<file path="config.mk">
export PLATFORM = sky130hd
export DESIGN_NAME = aidc_lite_line_pack
export DESIGN_NICKNAME = d
export VERILOG_FILES = /design/src/rtl/aidc_lite_line_pack.sv
export SDC_FILE = /design/constraint.sdc
export NUM_CORES = 2
export LEC_CHECK = 0
export ABC_AREA = 1
export ABC_CLOCK_PERIOD_IN_PS = 129000
export BUFFER_PORTS_ARGS = -buffer_cell sky130_fd_sc_hd__buf_2
export CAP_MARGIN = 20
export CORE_AREA = 2 2 458 460
export DETAILED_ROUTE_END_ITERATION = 7
export DIE_AREA = 0 0 460 462
export GPL_TIMING_DRIVEN = 0
export HOLD_SLACK_MARGIN = 0.12
export PLACE_DENSITY = 0.64
export REMOVE_ABC_BUFFERS = 1
export SLEW_MARGIN = 30
export SYNTH_ARGS = -nofsm -noshare
export SYNTH_HDL_FRONTEND = slang
export SYNTH_SLANG_ARGS = --single-unit
</file>
<file path="constraint.sdc">
create_clock -name clk -period 129 [get_ports clk]
set_clock_uncertainty 0.05 [all_clocks]
set_input_delay 12.9 -clock clk [delete_from_list [all_inputs] [get_ports clk]]
set_output_delay 12.9 -clock clk [all_outputs]
set_load 0.005 [all_outputs]
</file>
<file path="src/rtl/aidc_lite_line_pack.sv">
// Packs AIDC-Lite code word writes into one line and presents it on a valid/ready port.
// A failed or empty block falls back to the original uncompressed line.
module aidc_lite_line_pack #(
  parameter int unsigned WORD_W    = 64,
  parameter int unsigned NUM_WORDS = 8
) (
  input  logic                             clk,
  input  logic                             rst,
  input  logic                             wr_valid_i,
  input  logic [$clog2(NUM_WORDS)-1:0]     wr_addr_i,
  input  logic [WORD_W-1:0]                wr_data_i,
  input  logic                             done_i,
  input  logic                             fail_i,
  input  logic                             raw_valid_i,
  input  logic [WORD_W*NUM_WORDS-1:0]      raw_data_i,
  output logic                             out_valid_o,
  input  logic                             out_ready_i,
  output logic [WORD_W*NUM_WORDS-1:0]      out_data_o,
  output logic [$clog2(NUM_WORDS):0]       out_len_o,
  output logic                             out_comp_o,
  output logic                             busy_o,
  output logic                             ovf_o
);

  localparam int unsigned AW     = $clog2(NUM_WORDS);
  localparam int unsigned LW     = AW + 1;
  localparam int unsigned LINE_W = WORD_W * NUM_WORDS;

  typedef enum logic {S_COLLECT, S_OUT} state_t;

  state_t              state;
  logic [WORD_W-1:0]   slots    [NUM_WORDS];
  logic [WORD_W-1:0]   slots_nx [NUM_WORDS];
  logic [NUM_WORDS-1:0] written, written_nx;
  logic [AW-1:0]       max_addr, max_nx;
  logic [LINE_W-1:0]   raw_buf;
  logic [LINE_W-1:0]   packed_nx;
  logic                done_q;
  logic                end_evt;

  assign end_evt = done_i & ~done_q;

  // Buffer contents including this cycle's write, so a write coincident
  // with the end event lands in the emitted line.
  always_comb begin
    slots_nx   = slots;
    written_nx = written;
    max_nx     = max_addr;
    if (wr_valid_i) begin
      slots_nx[wr_addr_i]   = wr_data_i;
      written_nx[wr_addr_i] = 1'b1;
      if (wr_addr_i > max_addr) max_nx = wr_addr_i;
    end
    packed_nx = '0;
    for (int unsigned k = 0; k < NUM_WORDS; k++) begin
      packed_nx[LINE_W-1-k*WORD_W -: WORD_W] = slots_nx[k];
    end
  end

  always_ff @(posedge clk or posedge rst) begin
    if (rst) begin
      state      <= S_COLLECT;
      slots      <= '{default: '0};
      written    <= '0;
      max_addr   <= '0;
      raw_buf    <= '0;
      done_q     <= 1'b1;
      out_data_o <= '0;
      out_len_o  <= '0;
      out_comp_o <= 1'b0;
      ovf_o      <= 1'b0;
    end else begin
      done_q <= done_i;
      case (state)
        S_COLLECT: begin
          slots    <= slots_nx;
          written  <= written_nx;
          max_addr <= max_nx;
          if (raw_valid_i) raw_buf <= raw_data_i;
          if (end_evt) begin
            state <= S_OUT;
            if (!fail_i && (|written_nx)) begin
              out_data_o <= packed_nx;
              out_len_o  <= LW'(max_nx) + LW'(1);
              out_comp_o <= 1'b1;
            end else begin
              out_data_o <= raw_valid_i ? raw_data_i : raw_buf;
              out_len_o  <= LW'(NUM_WORDS);
              out_comp_o <= 1'b0;
            end
          end
        end
        S_OUT: begin
          if (wr_valid_i || raw_valid_i || end_evt) ovf_o <= 1'b1;
          if (out_ready_i) begin
            state    <= S_COLLECT;
            slots    <= '{default: '0};
            written  <= '0;
            max_addr <= '0;
          end
        end
      endcase
    end
  end

  assign out_valid_o = (state == S_OUT);
  assign busy_o      = (state == S_OUT);

endmodule

</file>
**Word-level counts from Yosys, hierarchy flattened**

Index checks and enable logic that the tools add are counted.
W data, S select, Z words.

- Bits in registers: 1555
- Input port bits: 586
- Output and inout port bits: 520
- Logic and storage cells: 60

- Add/sub/neg operators: 1
- Order comparisons: 5
- Eq/ne operators: 1
- Mux-type cells: 22
- Bitwise gates (word level): 5
- Reduce and logical (&&, ||, !) cells: 9

Operators by type and width:

| kind | number |
|---|---|
| $mux W512 | 4 |
| $pmux W512 S2 | 1 |
| $bwmux W512 | 1 |
| $demux W64 S3 | 1 |
| $mux W64 | 1 |
| $mux W8 | 2 |
| $pmux W8 S2 | 1 |
| $mux W3 | 3 |
| $or A8 B8 Y8 | 1 |
| $reduce_or A8 Y1 | 1 |
| $pmux W3 S2 | 1 |
| $add A3 B1 Y4 const B | 1 |
| $ge A4 B4 Y1 const B | 1 |
| $lt A3 B4 Y1 const B | 1 |
| $lt A4 B1 Y1 const B | 1 |
| $mux W1 | 4 |
| $mux W4 | 1 |
| $not A3 Y4 | 1 |
| $reduce_and A2 Y1 | 2 |
| $demux W1 S3 | 1 |
| $ge A3 B1 Y1 const B | 1 |
| $gt A3 B3 Y1 | 1 |
| $logic_and A1 B1 Y1 | 3 |
| $logic_or A1 B1 Y1 | 2 |
| 5 further kinds | 6 |

**Depth between registers and ports, before layout**

- Depth in word-level cells: 9
- Gate-level depth with buffers: 13
- Depth with buffers taken out: 13

**Worst setup path before layout**

No wires, ideal clock.

- Kind: input to register
- Start point: in wr_addr_i[2]
- End point: reg out_len_o[2]
- Library setup time: 0.116 ns
- Data arrival time: 14.199 ns
- Data required time: 128.834 ns
- Setup slack: 114.635 ns
- Cell stages on the path: 11
- Path buffers: 0
- Path through: ha_1 -> nand3_1 -> nand2_1 -> inv_1 -> nand2_1 -> o21ai_0 -> inv_1 -> ha_1 -> xor2_1 -> nand2_1 -> nand2_1

- Longest elaborated chain between the ends: 9
- Elaborated cells between the ends (all ways): 14
- Those cells by class: 1 x add/sub; 3 x order compare; 6 x mux; 1 x bitwise; 3 x reduce/logical

Ends and longest elaborated chain:

| item | RTL line | source |
|---|---|---|
| from (decl) | 10 | `input logic [$clog2(NUM_WORDS)-1:0] wr_addr_i,` |
| $lt A3 B4 Y1 (implied by the code) / $ge A3 B1 Y1 (equally long branches) | 51 | `written_nx[wr_addr_i] = 1'b1;` |
| $logic_and A1 B1 Y1 (implied by the code) | 51 |  |
| $mux W1 (implied by the code) | 51 |  |
| $demux W1 S3 | 51 |  |
| $or A8 B8 Y8 (no source line) | - |  |
| $mux W8 | 49 | `if (wr_valid_i) begin` |
| $reduce_or A8 Y1 | 82 | `if (!fail_i && (\|written_nx)) begin` |
| $logic_and A1 B1 Y1 | 82 |  |
| $mux W4 * | 82 |  |
| to (signal assigned) | 84 | `out_len_o <= LW'(max_nx) + LW'(1);` |
| to (signal assigned) | 88 | `out_len_o <= LW'(NUM_WORDS);` |
| to (decl) | 19 | `output logic [$clog2(NUM_WORDS):0] out_len_o,` |

Every way passes the cells marked *; elsewhere a longest branch is shown, timed or not.
A chain may end at the register's enable or synchronous reset.

**Final worst setup path**

- Start point: in wr_valid_i
- End point: reg out_data_o[403]

- Longest elaborated chain between the ends: 4
- Elaborated cells between the ends (all ways): 5
- Those cells by class: 3 x mux; 2 x reduce/logical

Ends and longest elaborated chain:

| item | RTL line | source |
|---|---|---|
| from (decl) | 9 | `input logic wr_valid_i,` |
| $mux W8 | 49 |  |
| $reduce_or A8 Y1 | 82 |  |
| $logic_and A1 B1 Y1 | 82 |  |
| $mux W512 * | 82 |  |
| to (signal assigned) | 83 | `out_data_o <= packed_nx;` |
| to (signal assigned) | 87 | `out_data_o <= raw_valid_i ? raw_data_i : raw_buf;` |
| to (decl) | 18 | `output logic [WORD_W*NUM_WORDS-1:0] out_data_o,` |

Marks and branches as above.

==> results_dict.tcl <==
set metrics [dict create \
    io_buffers 1105 \
    ioPinCount 1106 \
    synth-edff-count 0 \
    vdd_drop_max_v 0.00001440 \
    final_util_pct 42.20 \
    cts_tree "done" \
    crit_path_max_incr_delay_ns 0.38 \
    drcViolationCount 0 \
    timing.rr.start "busy_o$_DFF_PP0_" \
    leakagePower_nw 45.16 \
    min_from "out_data_o[483]$_DFFE_PP0P_" \
    cts_setup_buffers 0 \
    synthTopCellsByCount "nand2_1 (2533), dfrtp_1 (1554), nand3_1 (1026)" \
    wl_per_cell_um 20.78 \
    cp_cell_sequence "buf_2 > nand2_1 > nor2_4 > buf_16 > nor2_1 > nand2_1 > nor2_2 > nand2_8 > buf_16 > nand2_8 > buf_16 > buf_16 > buf_16 > nand2_1 > nand3_1 > nand2_1" \
    routed_via_density 5.315 \
    die_height_um 462 \
    yosysMostFrequentCell "nand2_1" \
    synth_top_area_share_pct 53.76 \
    startpoint_type "primary input" \
    fp-row-count 168 \
    fin_crit_sh_pct 12.44 \
    postSynthAreaPerCell_um2 8.520 \
    multi_input_area_um2 28670 \
    r2r_slack_ns 124.35 \
    final_cells 12150 \
    r2r_cells 11 \
    worst_setup_hold_path_clk_slew_ns 0.06 \
    post_dp_cell_area_um2 81660 \
    worstHoldPathCells 2 \
    gp_congestion 0.8328 \
    grt_overflow 0 \
    cp_common_cell "buf_16" \
    fmax_mhz 62.30 \
    ys_warn_count 0 \
    rsz0062_at_grt "no" \
    slowest_stage "buf_16" \
    arrival_ns 16.71 \
    seq_area_frac_synth_pct 53.79 \
    status "finished, final reports clean" \
    nets 9799 \
    end_kind "flip-flop" \
    dp_cells 11750 \
    synth_cell_types 24 \
    n_fill_cell 20330 \
    grt_usage_pct 22.97 \
    clock_latency_ns 0.83 \
    grt_max_degree 95 \
    synth-seq-cells 1555 \
    path_max_fanout 78 \
    yosysTopAreaCell "dfrtp_1" \
    worst_slew_pin_slew_ns 0.8036 \
    synth_area_um2 72340 \
    antenna_found_initial 119 \
    fin_total_pwr_mw 1.576 \
    period_needed_ns 16.05 \
    setup.worst_path.class "primary input to flip-flop" \
    hold_violations 0 \
    ctsResizeCount 0 \
    firstDrtPassIters 8 \
    start_util_pct 34.76 \
    min_to "out_data_o[483]$_DFFE_PP0P_" \
    core_area_um2 208100 \
    max_cap_violations 0 \
    grt_pass1_wl_um 381900 \
    fin_hold_ws_ns 0.4210 \
    fin_area_um2 87830 \
    synthTopCellsByArea "dfrtp_1 (54%), nand2_1 (13%), nand3_1 (7.1%), mux2i_1 (7.1%), o21ai_0 (6.7%)" \
    cts_hold_buf 0 \
    cts_buffers 174 \
    post-place-ws_ns 112.07 \
    drt-total-wl_um 252400 \
    ant_nets 0 \
    fin_setup_tns_ns 0 \
    vias 64560 \
    crit_required_ns 129.65 \
    die_w_um 460 \
    powerDensity_nw_per_um2 17.94 \
    seq_area_um2 38920 \
    cts_buffer_depth 3 \
    die_area_um2 212500 \
    area_delta_synth_final_pct 21.41 \
    hp-class "flip-flop to flip-flop" \
    slew_headroom_pct 46.43 \
    drv_slew 0 \
    finalSetupViolations 0 \
    cts-htree-levels 4 \
    rr_endpoint "slots[256]$_DFFE_PP0P_" \
    clock_sinks 1555 \
    syn_inst 8491 \
    dp_hpwl_um 161800 \
    setup_ws_ns 112.95 \
    drt-initial-drc-count 5625 \
    cts_root_buf "clkbuf_16" \
    synthFlopType "dfrtp_1" \
    async_flop_share_pct 100.0 \
    drive_gt1_share_pct 16.29 \
    grt_pass1_vias 61690 \
]
critical path, delay by kind of cell:
family / cells / cell delay [ns]
and+or+nand+nor: 10 / 1.95
buffers and inverters: 6 / 1.65
layout make-up:
type,instances,area share (%)
Sequential cell,1555,44.31
Multi-Input combinational cell,5722,32.65
Timing Repair Buffer,1222,9.784
Clock buffer,260,5.936
Tap cell,2720,3.875
Inverter,534,2.359
Clock inverter,55,0.8647
Antenna cell,78,0.2222
power breakdown:
part           leakage, nW  switching (mW)  internal (mW)
Sequential            19.6          0.0563          0.603
Clock                 2.95           0.216          0.308
Combinational         22.6           0.247          0.146
cells in the final DEF, fill, tap and decap left out, types with 68 or more instances in the layout:
cell type	netlist	layout
buf_16	0	94
o22ai_1	513	513
inv_1	528	521
o21ai_0	972	972
mux2i_1	512	512
nand2_1	2533	2530
diode_2	0	78
dfrtp_1	1554	1553
nor2_1	84	83
a21oi_1	68	68
buf_2	165	1104
clkbuf_16	0	179
nand3_1	1026	1026
worst max-delay path by stage:
stage	cells past startpoint	endpoint	startpoint	slack [ns]
2_1_floorplan	1	busy_o$_DFF_PP0_	rst	72.18
3_3_place_gp	7	out_len_o[2]$_DFFE_PP0P_	busy_o$_DFF_PP0_	23.09
3_5_place_dp	16	out_data_o[403]$_DFFE_PP0P_	wr_valid_i	112.07
4_1_cts	5	busy_o	busy_o$_DFF_PP0_	112.92
5_1_grt	16	out_data_o[403]$_DFFE_PP0P_	wr_valid_i	112.76
6_report	16	out_data_o[403]$_DFFE_PP0P_	wr_valid_i	112.95
flip-flops by register name (all words and copies together), names as in the netlist:
| register | count |
|---|---|
| ovf_o | 1 |
| raw_buf | 512 |
| done_q | 1 |
| out_comp_o | 1 |
| busy_o | 1 |
| max_addr | 3 |
| out_data_o | 512 |
| slots | 512 |
| out_len_o | 4 |
| written | 8 |
per-layer routing:
layer / track usage, % / routed length [um]
met1: 30.06 / 103800
met2: 34.52 / 113100
met3: 6.940 / 23190
met4: 11.28 / 11780
met5: 0 / 564
logic make-up (layout without fill, tap and decap cells):
kind of cell             after synthesis  count (layout)  share of synthesized area [%]
XOR/XNOR                               1               1                        0.01211
AND/OR/NAND/NOR                     3650            3650                          20.75
adder cells (fa/ha/maj)                4               4                        0.06919
flip-flops                          1555            1555                          53.79
other                                  0              78                              0
buffers and inverters               1214            2071                          6.636
AO/OA/AOI/OAI                       1555            1555                          11.65
multiplexers                         512             512                          7.084
No activity file was read; power rests on OpenSTA's default activity.
